$ cat config.mk
export PLATFORM = sky130hd
export DESIGN_NAME = led_scan_driver
export DESIGN_NICKNAME = d
export VERILOG_FILES = /design/src/rtl/led_scan_driver.sv
export SDC_FILE = /design/constraint.sdc
export NUM_CORES = 1
export LEC_CHECK = 0
export ABC_AREA = 1
export BUFFER_PORTS_ARGS = -buffer_cell sky130_fd_sc_hd__buf_2
export CORE_MARGIN = 2
export CORE_UTILIZATION = 56
export DETAILED_ROUTE_END_ITERATION = 6
export PLACE_DENSITY = 0.78
export SYNTH_ARGS = -nofsm -noshare
export SYNTH_HDL_FRONTEND = slang
export SYNTH_SLANG_ARGS = --single-unit
$ cat constraint.sdc
create_clock -name clk -period 1.92 [get_ports clk]
set_input_delay 0.096 -clock clk [delete_from_list [all_inputs] [get_ports clk]]
set_output_delay 0.096 -clock clk [all_outputs]
set_load 0.03 [all_outputs]
$ cat src/rtl/led_scan_driver.sv
// led_scan_driver: row-scanning 74HC595 serial driver for an 8x8 LED matrix
module led_scan_driver #(
  parameter int DIV = 4,
  parameter int HOLD = 1000
) (
  input  logic       clk,
  input  logic       reset,
  input  logic       enable,
  input  logic       pixel,
  output logic [2:0] x,
  output logic [2:0] y,
  output logic       sdata,
  output logic       sclk,
  output logic       latch,
  output logic [7:0] row_n,
  output logic       frame_done
);
  localparam int PW = $clog2(2 * DIV);
  localparam int HW = $clog2(HOLD + 1);
  localparam logic [PW-1:0] P_RISE = PW'(DIV);
  localparam logic [PW-1:0] P_LAST = PW'(2 * DIV - 1);
  localparam logic [HW-1:0] H_LAST = HW'(HOLD - 1);
  typedef enum logic [1:0] {S_IDLE, S_SHIFT, S_LATCH, S_HOLD} state_t;
  state_t state, state_d;
  logic [PW-1:0] p, p_d;
  logic [HW-1:0] h, h_d;
  logic [2:0] x_d, y_d;
  logic sdata_d, sclk_d, latch_d, fd_d;
  logic [7:0] row_n_d;
  always_ff @(posedge clk) begin
    if (reset) begin
      state <= S_IDLE;
      p <= '0;
      h <= '0;
      x <= 3'd7;
      y <= 3'd0;
      sdata <= 1'b0;
      sclk <= 1'b0;
      latch <= 1'b0;
      row_n <= 8'hFF;
      frame_done <= 1'b0;
    end else begin
      state <= state_d;
      p <= p_d;
      h <= h_d;
      x <= x_d;
      y <= y_d;
      sdata <= sdata_d;
      sclk <= sclk_d;
      latch <= latch_d;
      row_n <= row_n_d;
      frame_done <= fd_d;
    end
  end
  // Outputs are registered next-values, so each lags the state that produced it by one clock.
  always_comb begin
    state_d = state;
    p_d = p;
    h_d = h;
    x_d = x;
    y_d = y;
    sdata_d = 1'b0;
    sclk_d = 1'b0;
    latch_d = 1'b0;
    row_n_d = 8'hFF;
    fd_d = 1'b0;
    case (state)
      S_IDLE: begin
        x_d = 3'd7;
        p_d = '0;
        state_d = enable ? S_SHIFT : S_IDLE;
      end
      S_SHIFT: begin
        p_d = p + PW'(1);
        sdata_d = (p == '0) ? pixel : sdata;
        sclk_d = (p == P_RISE) ? 1'b1 : ((p == '0) || (p == P_LAST && x == 3'd0)) ? 1'b0 : sclk;
        if (p == P_LAST) begin
          p_d = '0;
          x_d = (x != 3'd0) ? x - 3'd1 : x;
          state_d = (x != 3'd0) ? S_SHIFT : S_LATCH;
        end
      end
      S_LATCH: begin
        latch_d = 1'b1;
        h_d = '0;
        state_d = S_HOLD;
      end
      S_HOLD: begin
        row_n_d = ~(8'd1 << y);
        h_d = h + HW'(1);
        if (h == H_LAST) begin
          h_d = '0;
          p_d = '0;
          x_d = 3'd7;
          y_d = y + 3'd1;
          fd_d = (y == 3'd7);
          state_d = enable ? S_SHIFT : S_IDLE;
        end
      end
      default: state_d = S_IDLE;
    endcase
  end
endmodule

# Yosys cells after proc, flatten, opt, wreduce, memory -nomap -nowiden
# Index checks and enable logic that the tools add are counted.
dict set report totals {
  regBits 33
  latchBits 0
  mem_bits_rw 0
  mem_bits_ro 0
  inputBits 4
  out_inout_bits 18
  wordCells 62
  mem_count 0
}
dict set report classes {
  add_sub_neg 4
  n_mul 0
  n_div 0
  n_lt_le_gt_ge 0
  eq_ne 10
  shift 1
  n_mux 17
  bitwise_logic 4
  reduce_logical 16
}
# op count
set op_table {}
lappend op_table {{$pmux 10 s2} 1}
lappend op_table {{$pmux 3 s3} 2}
lappend op_table {{$mux 3} 5}
lappend op_table {{$add 10x1->10 const B} 1}
lappend op_table {{$eq 10x10->1 const B} 1}
lappend op_table {{$mux 10} 1}
lappend op_table {{$eq 3x3->1 const B} 3}
lappend op_table {{$not 8->8} 1}
lappend op_table {{$pmux 2 s4} 1}
lappend op_table {{$shl 1x3->8 const A} 1}
lappend op_table {{$add 3x1->3 const B} 2}
lappend op_table {{$logic_not 3->1} 2}
lappend op_table {{$mux 2} 3}
lappend op_table {{$ne 2x2->1 const B} 3}
lappend op_table {{$reduce_and 2->1} 3}
lappend op_table {{$reduce_bool 3->1} 2}
lappend op_table {{$eq 2x2->1 const B} 2}
lappend op_table {{$mux 1} 4}
lappend op_table {{$reduce_and 4->1} 1}
lappend op_table {{$reduce_bool 2->1} 2}
lappend op_table {{$reduce_or 2->1} 2}
lappend op_table {{$not 1->1} 3}
lappend op_table {{$reduce_or 3->1} 1}
lappend op_table {{$sub 3x1->3 const B} 1}
lappend op_table {{other kinds (4)} 4}

# Longest topological paths before layout
# Gate-level depths: netlist of run 1.
dict set report logic_depth {
  depth_word 5
  ltp_mapped 9
  mapped_depth_nobuf 9
}

# Worst setup path after synthesis of run 1
# OpenSTA, ideal clock, no wires.
dict set report synth_path {
  path_kind {register -> register}
  startpoint {reg x[0]}
  endpoint {reg x[2]}
  setup_ps 129
  t_arrival_ps 1292
  required_time_ps 1791
  setup_slack_ps 499
  path_stages_with_launch 9
  path_buffers 0
  synth_period_minus_slack_ps 1421
  cell_sequence {dfxtp_1 inv_1 ha_1 nand3_1 nand2_1 inv_1 nand3_2 nand2_1 nand3_1}
}
dict set report synth_between {
  elab_chain_len 4
  elab_cells_between_ends 7
  cone_classes {1 x add/sub; 1 x eq/ne; 3 x mux; 2 x reduce/logical}
}
# item line
set synth_rtl {}
lappend synth_rtl {{from (decl)} 10} ;# output logic [2:0] x,
lappend synth_rtl {{from (signal assigned)} 35} ;# x <= 3'd7;
lappend synth_rtl {{from (signal assigned)} 46} ;# x <= x_d;
lappend synth_rtl {{$sub 3x1->3} 79} ;# x_d = (x != 3'd0) ? x - 3'd1 : x;
lappend synth_rtl {{$mux 3} 79}
lappend synth_rtl {{$mux 3} 77} ;# if (p == P_LAST) begin
lappend synth_rtl {{$pmux 3 s3} 67} ;# case (state)
# Several ways; a longest one is shown, not always the timed one. The select of a mux whose other input is x is not followed.
# A chain may end at the register's enable or synchronous reset.

# Final worst setup path of run 1
dict set report layout_path {
  startpoint {reg h[0]}
  endpoint {reg x[0]}
}
dict set report layout_between {
  elab_chain_len 3
}
# item line
set layout_rtl {}
lappend layout_rtl {{from (decl)} 26} ;# logic [HW-1:0] h, h_d;
lappend layout_rtl {{from (signal assigned)} 34} ;# h <= '0;
lappend layout_rtl {{from (signal assigned)} 45} ;# h <= h_d;
lappend layout_rtl {{$eq 10x10->1} 91} ;# if (h == H_LAST) begin
lappend layout_rtl {{$ne 2x2->1 (no source line)} --}
lappend layout_rtl {{$reduce_and 4->1 (no source line)} --}
# No other way between the ends.

==> impl_metrics.toml, run 1 <==
[outcome]
status = "finished clean"

[timing]
finalSetupViolations = 0
drv_slew = 0
post-route-period-util_pct = 78.4
skew_ns = 0.00798
fmax_mhz = 664
period_minus_slack_ns = 1.51
finalSetupTns_ns = 0
grt_setup_unrepaired = "false"
slew_headroom_pct = 69.0
finalHoldViolCount = 0
worst_pin_slew_ns = 0.463

[pwr]
p_per_area_nw_per_um2 = 693
vdd_drop_max_uv = 638
leakage_nw = 0.855

[routing]
vias = 1436
drt_iter0_markers = 29
finalWirelength_um = 2960
ant_nets = 0
drc = 0
avgRoutedWirePerCell_um = 10.5
via_per_inst = 5.09
drtPass1Iterations = 4

[synth]
synth_top_family_by_area = "simple AND/OR/NAND/NOR gates"
synth_nets = 241
muxShareOfSynthArea_pct = 0
ys_seq_area_share_pct = 40.5
synth_compound_area_share_pct = 8.28
ys_top_cells_by_area = "dfxtp_1 (40%), nand2_1 (13%), ha_1 (11%), nand3_1 (7.0%), inv_1 (6.4%)"
synth_common_cells = "nand2_1 (56), dfxtp_1 (33), inv_1 (28)"
ys_ff_latch = 33
ys.flop_type = "dfxtp_1"
synth_top_area_share_pct = 40.5
postSynthAreaPerCell_sq_um = 7.36
synthSimpleGateAreaFrac_pct = 31.1
postSynthCellCount = 222
synth_top_area_cell = "dfxtp_1"
synth_most_common_cell = "nand2_1"
synth_area_sq_um = 1630
ys_async_sr_fraction_pct = 0
yosysWarningCount = 0
synth_edf_count = 0
synth-xor-area-share_pct = 1.07
synth_adder_area_share_pct = 11.5
ys_types = 20

[die]
num_io_pins = 22
initial_utilization_pct = 59.2
num_rows = 19
die_h_um = 58.0
core_area_sq_um = 2760
design.die.area_sq_um = 3360
fp.dieW_um = 58.0

[cells_and_area]
antenna_cells = 0
multi_input_area_sq_um = 848
n_fill_cell = 240
stdcell_area_sq_um = 1830
drive_gt1_share_pct = 15.5
fin_util_pct = 66.5
nNetsFinal = 269
area_delta_synth_final_pct = 12.3
regArea_sq_um = 661

[setup_path]
path_cells = "ha_1, nand2_1, nor2_2, nand2_2, nand2_2, nand3_2, nand2_1, nand3_1"
crit_family = "simple AND/OR/NAND/NOR gates"
cp_slowest_cell = "dfxtp_1"
worst_setup_path_end_kind = "flop"
critPathArrivalTime_ns = 1.71
critPathRequiredTime_ns = 2.12
cp_num_buf_inv = 0
startpoint_type = "flop"
max_stage_delay_ns = 0.40
cp_max_fo = 11
critPathKind = "reg2reg"

[clock_tree]
cts_resized = 0
cts.path.max_buffers = 2
cts_max_level = 2
cts_sinks = 33
insertion_delay_ns = 0.33
numCtsBuffers = 5
clk_pin_slew_worst_paths_ns = 0.10
cts_root_buf = "clkbuf_4"
tritoncts = "built"
post_cts.repair.setup_buffers = 0
postCtsHoldBufs = 1

[grt]
grt_overflow_total = 0
grt_max_degree = 14
grt_pass1_vias = 1274
grt_pass1_wl_um = 5270
grt_antenna_before_repair = 0
grtUsageTotal_pct = 20.3

[place]
dpl_cell_area_sq_um = 1770
dp_hpwl_um = 2160
place.gp.congestion = 0.814
port_buffers = 21

[min_path]
hold_class = "in2reg"

[flow_run]
drv_cap = 0
==> metal layers <==
layer / vias to the layer above / wire length, um / GRT usage (%)
met5: - / 0 / 0
li1: 764 / - / -
met4: 0 / 54 / 8.97
met2: 28 / 1400 / 34.6
met3: 7 / 135 / 4.91
met1: 637 / 1370 / 24.2
==> sequential cells by signal, indices dropped and copies added (netlist names) <==
signal,count
y,3
sdata,1
x,3
latch,1
row_n,8
state,2
sclk,1
h,10
p,3
frame_done,1
==> kinds of logic after synthesis <==
kind of cell    count (synthesis)
fa+ha+maj                      15
buf+inv                        31
compound gates                 25
simple gates                  116
xor+xnor                        2
flops                          33
==> cell usage in the layout (no fill, tap or decap) <==
cell type and instances:
a21oi_2 2, nand4_1 4, dlygate4sd3_1 1, buf_2 21, xnor2_1 1, nand3_1 23, clkbuf_1 1, o21ai_0 8
nor2_1 24, clkinv_2 2, nor3_1 1, inv_1 28, nand2_2 2, clkbuf_4 5, a21o_1 1, dfxtp_1 33
nand3b_1 1, ha_1 15, a21oi_1 14, nand2_1 56, xor2_1 1, buf_4 2, nor2_2 2, nand3_2 3
==> where the power goes <==
| part | switching (W) | leakage [nW] | internal [W] |
|---|---|---|---|
| clock network | 0.000232 | 0.0320 | 0.000139 |
| registers | 0.0000169 | 0.267 | 0.000704 |
| logic | 0.000117 | 0.555 | 0.0000622 |
==> worst register-to-register path: stages (launching register included) <==
cell,delay (ns)
dfxtp_1,0.40
ha_1,0.20
nand2_1,0.08
nor2_2,0.16
nand2_2,0.10
nand2_2,0.20
nand3_2,0.12
nand2_1,0.07
nand3_1,0.06
==> through the flow <==
stage | power, W | setup slack (ns) | instances | hold WS [ns]
floorplan | 0.000874 | 0.499 | 222 | 0.240
global placement | 0.000913 | 0.459 | 273 | 0.349
detailed placement | 0.000914 | 0.423 | 273 | 0.356
CTS | 0.00128 | 0.406 | 282 | 0.0657
global route | 0.00133 | 0.206 | 282 | 0.0833
finish | 0.00127 | 0.415 | 282 | 0.0807
==> cell type report <==
cell class	count	share of cell area [%]
Inverter	28	5.73
Timing Repair Buffer	24	7.09
Clock inverter	2	0.546
Clock buffer	6	2.25
Tap cell	31	2.11
Sequential cell	33	36.0
Multi-Input combinational cell	158	46.2
==> path summary, 6_finish.rpt <==
kind | startpoint | cells past startpoint | end | slack (ns)
hold reg to reg | sdata | 2 | sdata | 0.48
setup / recovery | h[0] | 8 | x[0] | 0.41
setup reg to reg | h[0] | 8 | x[0] | 0.41
hold / removal | reset | 2 | state[1] | 0.08
Note: power is estimated with default switching activity, not from simulation.
==> inputs of run 2 (changes only) <==
--- a/config.mk
+++ b/config.mk
@@ -5,12 +5,12 @@
 export SDC_FILE = /design/constraint.sdc
 export NUM_CORES = 1
 export LEC_CHECK = 0
-export ABC_AREA = 1
+export ABC_AREA = 0
 export BUFFER_PORTS_ARGS = -buffer_cell sky130_fd_sc_hd__buf_2
 export CORE_MARGIN = 2
-export CORE_UTILIZATION = 56
+export CORE_UTILIZATION = 51
 export DETAILED_ROUTE_END_ITERATION = 6
-export PLACE_DENSITY = 0.78
+export PLACE_DENSITY = 0.75
 export SYNTH_ARGS = -nofsm -noshare
 export SYNTH_HDL_FRONTEND = slang
 export SYNTH_SLANG_ARGS = --single-unit
==> constraint.sdc (replaced) <==
create_clock -name clk -period 1.3 [get_ports clk]
set_input_delay 0.065 -clock clk [delete_from_list [all_inputs] [get_ports clk]]
set_output_delay 0.065 -clock clk [all_outputs]
set_load 0.03 [all_outputs]
==> run 2 against run 1 <==
The flow now finishes with violations (setup timing). Via count rose by 28%. Maximum frequency fell by 9.9%. Critical path type unchanged. Sequential power is 44% higher. Synthesized cell count is 16% lower.
==> impl_metrics.toml, run 2 <==
[outcome]
status = "finished with violations"
violations = "setup timing"

[setup_path]
startpoint_type = "flop"
reg2reg_to = "state[1]"
critPathKind = "reg2reg"
critPathArrivalTime_ns = 1.95
cp_max_fo = 6
critPathRequiredTime_ns = 1.58
ff2ff_setup_slack_ns = -0.37
reg2reg_depth = 5
crit_path_start = "h[4]"
critPathCapture = "state[1]"
worst_setup_path_end_kind = "flop"
timing.rr.start = "h[4]"

[timing]
post-route-period-util_pct = 128
finalSetupViolations = 19
hold_ws_ns = 0.106
grt_setup_unrepaired = "true"
slew_headroom_pct = 75.2
fmax_mhz = 599
skew_ns = 0.00392
postLayoutSetupSlackWorst_ns = -0.370
finalHoldViolCount = 0
period_minus_slack_ns = 1.67
drv_slew = 0
worst_pin_slew_ns = 0.373

[routing]
ant_nets = 0
via_per_inst = 5.97
drc = 0
drtPass1Iterations = 5
finalWirelength_um = 5730
avgRoutedWirePerCell_um = 18.5
drt_iter0_markers = 200
vias = 1844

[synth]
synth-xor-area-share_pct = 1.57
yosysWarningCount = 0
synth_edf_count = 0
postSynthAreaPerCell_sq_um = 9.02
muxShareOfSynthArea_pct = 3.65
ys_seq_area_share_pct = 39.4
postSynthCellCount = 186
synth_compound_area_share_pct = 13.6
synth_area_sq_um = 1680
ys_top_cells_by_area = "dfxtp_1 (39%), ha_1 (11%), nor2_1 (3.8%), a21oi_1 (3.3%), mux2i_1 (3.0%)"
ys.flop_type = "dfxtp_1"
synth_nets = 205
ys_async_sr_fraction_pct = 0
synth_adder_area_share_pct = 11.2
ys_types = 41
synth_top_family_by_area = "simple AND/OR/NAND/NOR gates"
synth_most_common_cell = "dfxtp_1"
ys_ff_latch = 33
synth_top_area_cell = "dfxtp_1"
synth_top_area_share_pct = 39.4
synthSimpleGateAreaFrac_pct = 23.4
synth_common_cells = "dfxtp_1 (33), nor2_1 (17), ha_1 (15)"

[pwr]
leakage_nw = 1.07
p_seq_share_pct = 52.4
p_per_area_nw_per_um2 = 761
vdd_drop_max_uv = 644
combPwrFrac_pct = 13.2
sw_frac_of_total_pct = 26.1
power.internal_w = 0.00146
power_switching_w = 0.000516
p_total_w = 0.00198
pwr-share-clk_pct = 34.5

[cells_and_area]
stdcell_area_sq_um = 2600
area_delta_synth_final_pct = 55.0
reg.largest.list = "h x10, row_n x8"
regMostFlops = "h"
layout_common_cells = "buf_4 (46), buf_2 (21), dfxtp_1 (16)"
nNetsFinal = 283
layout_commonest_cell = "buf_4"
fin_util_pct = 83.8
n_fill_cell = 183
antenna_cells = 0
largest_reg_flops = 10
drive_gt1_share_pct = 55.1

[place]
dp_hpwl_um = 2880
place.gp.congestion = 0.919
dpl_worst_slack_ns = -0.342
port_buffers = 21
dpl_cell_area_sq_um = 2130

[die]
fp.dieW_um = 61.4
design.die.area_sq_um = 3760
core_area_sq_um = 3100
num_io_pins = 22
initial_utilization_pct = 54.1
num_rows = 20
die_h_um = 61.4

[clock_tree]
cts_max_level = 2
tritoncts = "built"
cts_sinks = 33
insertion_delay_ns = 0.35
cts_root_buf = "clkbuf_4"
clk_pin_slew_worst_paths_ns = 0.10
cts.path.max_buffers = 2
numCtsBuffers = 5

[grt]
grt_max_degree = 14
grt_pass1_wl_um = 8160
grt_antenna_before_repair = 0
grt_pass1_vias = 1739
grt_overflow_total = 0
grtUsageTotal_pct = 29.5

[flow_run]
drv_cap = 0

[min_path]
hold_class = "in2reg"
## run 2: cell types whose count changed after synthesis, moves of 3 or more
cell,delta
mux2i_1,+5
nand3_1,-14
nand4b_1,+3
or4_1,+3
nor2_1,-7
a21oi_1,-3
nor2b_1,+8
nand3_2,-3
buf_6,+3
inv_1,-15
nand2_1,-45
a31oi_1,+6
## run 2: cell families (layout without fill, tap and decap cells)
group	Yosys count	after routing
AOI/OAI and AO/OA	37	38
adders and majority gates	15	15
and+or+nand+nor	70	70
muxes	6	6
buffers and inverters	22	100
xor gates and xnor gates	3	3
DFF	33	33
## run 2: worst min-delay path by stage
stage	from	slack, ns	cells past startpoint	end
CTS	enable	0.09	4	state[0]
global route	reset	0.12	4	row_n[3]
detailed placement	pixel	0.32	3	sdata
finish	reset	0.11	4	row_n[3]
floorplan	reset	0.17	2	row_n[0]
global placement	pixel	0.31	3	sdata
## run 2: layout make-up
class | count | area [sq um] | area share [%]
timing repair buffer | 79 | 584 | 22.5
multi-input combinational | 132 | 1140 | 43.9
sequential | 33 | 694 | 26.7
clock inverter | 1 | 5.00 | 0.192
tap | 44 | 55.1 | 2.12
clock buffer | 7 | 65.1 | 2.50
inverter | 13 | 53.8 | 2.07
## run 2: worst max-delay path, cell delays in order (launching register included)
cell      delay, ns
dfxtp_2        0.35
and4bb_1       0.31
a31oi_1        0.11
buf_4          0.17
or4_4          0.52
a21oi_2        0.14
## run 2: stage by stage
stage,cells,setup TNS [ns]
2_1_floorplan,186,-1.51
4_1_cts,305,-2.44
5_1_grt,309,-5.35
3_3_place_gp,282,-2.78
3_5_place_dp,282,-3.45
6_report,309,-4.68
## run 2: repair_timing
item                       CTS  global route
gates cloned                 1             0
setup buffers               13             6
hold endpoints to repair     1             0
pin swaps                   19            18
hold buffers                 1             0
setup endpoints to repair   23            24
gates resized for setup     42            27
## run 2: power by group through the flow
stage | Combinational, W | Clock [W] | Sequential (W)
floorplan | 0.000106 | 0 | 0.00107
global placement | 0.000184 | 0 | 0.00106
detailed placement | 0.000191 | 0 | 0.00106
CTS | 0.000218 | 0.000679 | 0.00104
global route | 0.000279 | 0.000730 | 0.00104
finish | 0.000260 | 0.000682 | 0.00104
## run 2: layer usage
metal	part of all wire [%]	global-route usage (%)
met1	40	36.4
met2	48	49.7
met3	7.1	5.88
met4	4.7	13.1
met5	0	0
==> inputs of run 3 (changes only) <==
--- a/config.mk
+++ b/config.mk
@@ -7,10 +7,12 @@
 export LEC_CHECK = 0
 export ABC_AREA = 0
 export BUFFER_PORTS_ARGS = -buffer_cell sky130_fd_sc_hd__buf_2
+export CAP_MARGIN = 40
 export CORE_MARGIN = 2
-export CORE_UTILIZATION = 51
+export CORE_UTILIZATION = 46
 export DETAILED_ROUTE_END_ITERATION = 6
-export PLACE_DENSITY = 0.75
+export PLACE_DENSITY = 0.68
+export REMOVE_ABC_BUFFERS = 1
 export SYNTH_ARGS = -nofsm -noshare
 export SYNTH_HDL_FRONTEND = slang
 export SYNTH_SLANG_ARGS = --single-unit
==> run 3 against run 2 <==
The run still ends with setup timing left. Die area is 10% higher. Power is 6.2% higher. Global-route usage is 4.7 points lower. Final cell count is 0.97% lower. Flip-flop and latch count stayed put. Clock skew is 0.0058 ns higher. Count of clock-buffer cells in the layout stayed put. Combinational power is 6% lower.
==> impl_metrics.toml, run 3 (synthesis results as in run 2) <==
[timing]
worst_pin_slew_ns = 0.297
finalHoldViolCount = 0
finalSetupViolations = 20
finalSetupTns_ns = -2.96
slew_headroom_pct = 79.9
grt_setup_unrepaired = "true"
skew_ns = 0.00973
drv_slew = 0
post-route-period-util_pct = 123
postLayoutSetupSlackWorst_ns = -0.303
fmax_mhz = 624
period_minus_slack_ns = 1.60
hold_ws_ns = 0.0974

[clock_tree]
clk_pin_slew_worst_paths_ns = 0.11
cts_root_buf = "clkbuf_4"
cts_max_level = 2
numCtsBuffers = 5
tritoncts = "built"
insertion_delay_ns = 0.34
cts_sinks = 33
cts.path.max_buffers = 2

[routing]
drt_iter0_markers = 90
ant_nets = 0
drtPass1Iterations = 4
via_per_inst = 5.41
avgRoutedWirePerCell_um = 15.6
drc = 0
vias = 1655
finalWirelength_um = 4770

[place]
port_buffers = 21
place.gp.congestion = 0.856
dp_hpwl_um = 2980
dp_cells = 288

[setup_path]
reg2reg_to = "state[1]"
crit_family = "simple AND/OR/NAND/NOR gates"
cp_max_fo = 8
crit_path_start = "h[4]"
cp_slowest_cell = "or4_4"
timing.rr.start = "h[4]"
cp_num_buf_inv = 1
path_cells = "and4bb_1, a31oi_1, buf_4, or4_4, a21oi_2"
critPathCapture = "state[1]"
reg2reg_depth = 5
cp.depth = 5
worst_setup_path_end_kind = "flop"
critPathArrivalTime_ns = 1.88
ff2ff_setup_slack_ns = -0.30
critPathRequiredTime_ns = 1.58
max_stage_delay_ns = 0.48
startpoint_type = "flop"
critPathKind = "reg2reg"

[die]
num_rows = 21
design.die.area_sq_um = 4150
num_io_pins = 22
fp.dieW_um = 64.4
initial_utilization_pct = 49.1
core_area_sq_um = 3420
die_h_um = 64.4

[pwr]
leakage_nw = 1.02
pwr-share-clk_pct = 39.0
p_per_area_nw_per_um2 = 834
vdd_drop_max_uv = 779
p_seq_share_pct = 49.3
sw_frac_of_total_pct = 23.8
p_total_w = 0.00210
power_switching_w = 0.000499
combPwrFrac_pct = 11.7
power.internal_w = 0.00160

[outcome]
violations = "setup timing"
status = "finished with violations"

[cells_and_area]
antenna_cells = 0
n_fill_cell = 249
largest_reg_flops = 10
reg.largest.list = "h x10, row_n x8"
regMostFlops = "h"
drive_gt1_share_pct = 49.2
nNetsFinal = 278
fin_cells = 306
area_delta_synth_final_pct = 50.0
layout_common_cells = "buf_4 (44), buf_2 (21), dfxtp_1 (19)"
layout_commonest_cell = "buf_4"

[grt]
grt_max_degree = 15
grt_antenna_before_repair = 0
grt_pass1_wl_um = 7820
grt_overflow_total = 0
grt_pass1_vias = 1654
grtUsageTotal_pct = 24.8

[flow_run]
drv_cap = 0

[min_path]
hold_class = "in2reg"
run 3: final cells by class:
| class | count | area [sq um] | share of cell area, % |
|---|---|---|---|
| clock inverters | 1 | 30.0 | 1.19 |
| repair buffers | 74 | 536 | 21.3 |
| flip-flops and latches | 33 | 688 | 27.3 |
| well taps | 46 | 57.6 | 2.29 |
| inverters | 13 | 48.8 | 1.94 |
| multi-input cells | 132 | 1100 | 43.8 |
| clock buffers | 7 | 55.1 | 2.19 |
run 3: worst reg2reg max path: stages, from the launching register on:
cell and delay, ns:
dfxtp_2 0.34, and4bb_1 0.32, a31oi_1 0.10, buf_4 0.17, or4_4 0.48, a21oi_2 0.13
run 3: per-stage QoR:
step	worst slack (ns)	utilization (%)	cell area, sq um
2_1_floorplan	-0.338	-	1610
5_1_grt	-0.346	73.7	2520
3_3_place_gp	-0.283	61.5	2100
4_1_cts	-0.296	69.6	2380
3_5_place_dp	-0.334	61.5	2100
6_report	-0.303	73.7	2520
run 3: routing by layer:
layer  GRT usage [%]  vias to the layer above  part of all wire [%]
met5               0                        -                     0
met4            10.4                        0                   1.9
met3            5.81                        9                   3.4
met2            42.3                       42                    51
met1            29.8                      801                    43
li1                -                      803                     -
run 3: power groups by stage:
| stage | clock [W] | sequential [W] | combinational (W) |
|---|---|---|---|
| 2_1_floorplan | 0 | 0.00107 | 0.0000842 |
| 4_1_cts | 0.000826 | 0.00104 | 0.000214 |
| 3_5_place_dp | 0 | 0.00106 | 0.000182 |
| 3_3_place_gp | 0 | 0.00106 | 0.000179 |
| 5_1_grt | 0.000867 | 0.00104 | 0.000266 |
| 6_report | 0.000820 | 0.00103 | 0.000245 |
run 3: timing repair:
action,CTS,global route
resized for setup,41,30
pin swaps,20,17
endpoints found under the hold margin,1,0
setup buffers,4,5
hold buffers,1,0
endpoints found under the setup margin,22,24
cloned,1,0
run 3: worst min path at each step:
| stage | slack [ns] | cells after the start | from | to |
|---|---|---|---|---|
| floorplan | 0.13 | 1 | reset | h[2] |
| global placement | 0.31 | 3 | pixel | sdata |
| detailed placement | 0.32 | 3 | pixel | sdata |
| CTS | 0.09 | 4 | reset | row_n[3] |
| global route | 0.1 | 4 | reset | row_n[3] |
| finish | 0.1 | 4 | reset | row_n[3] |
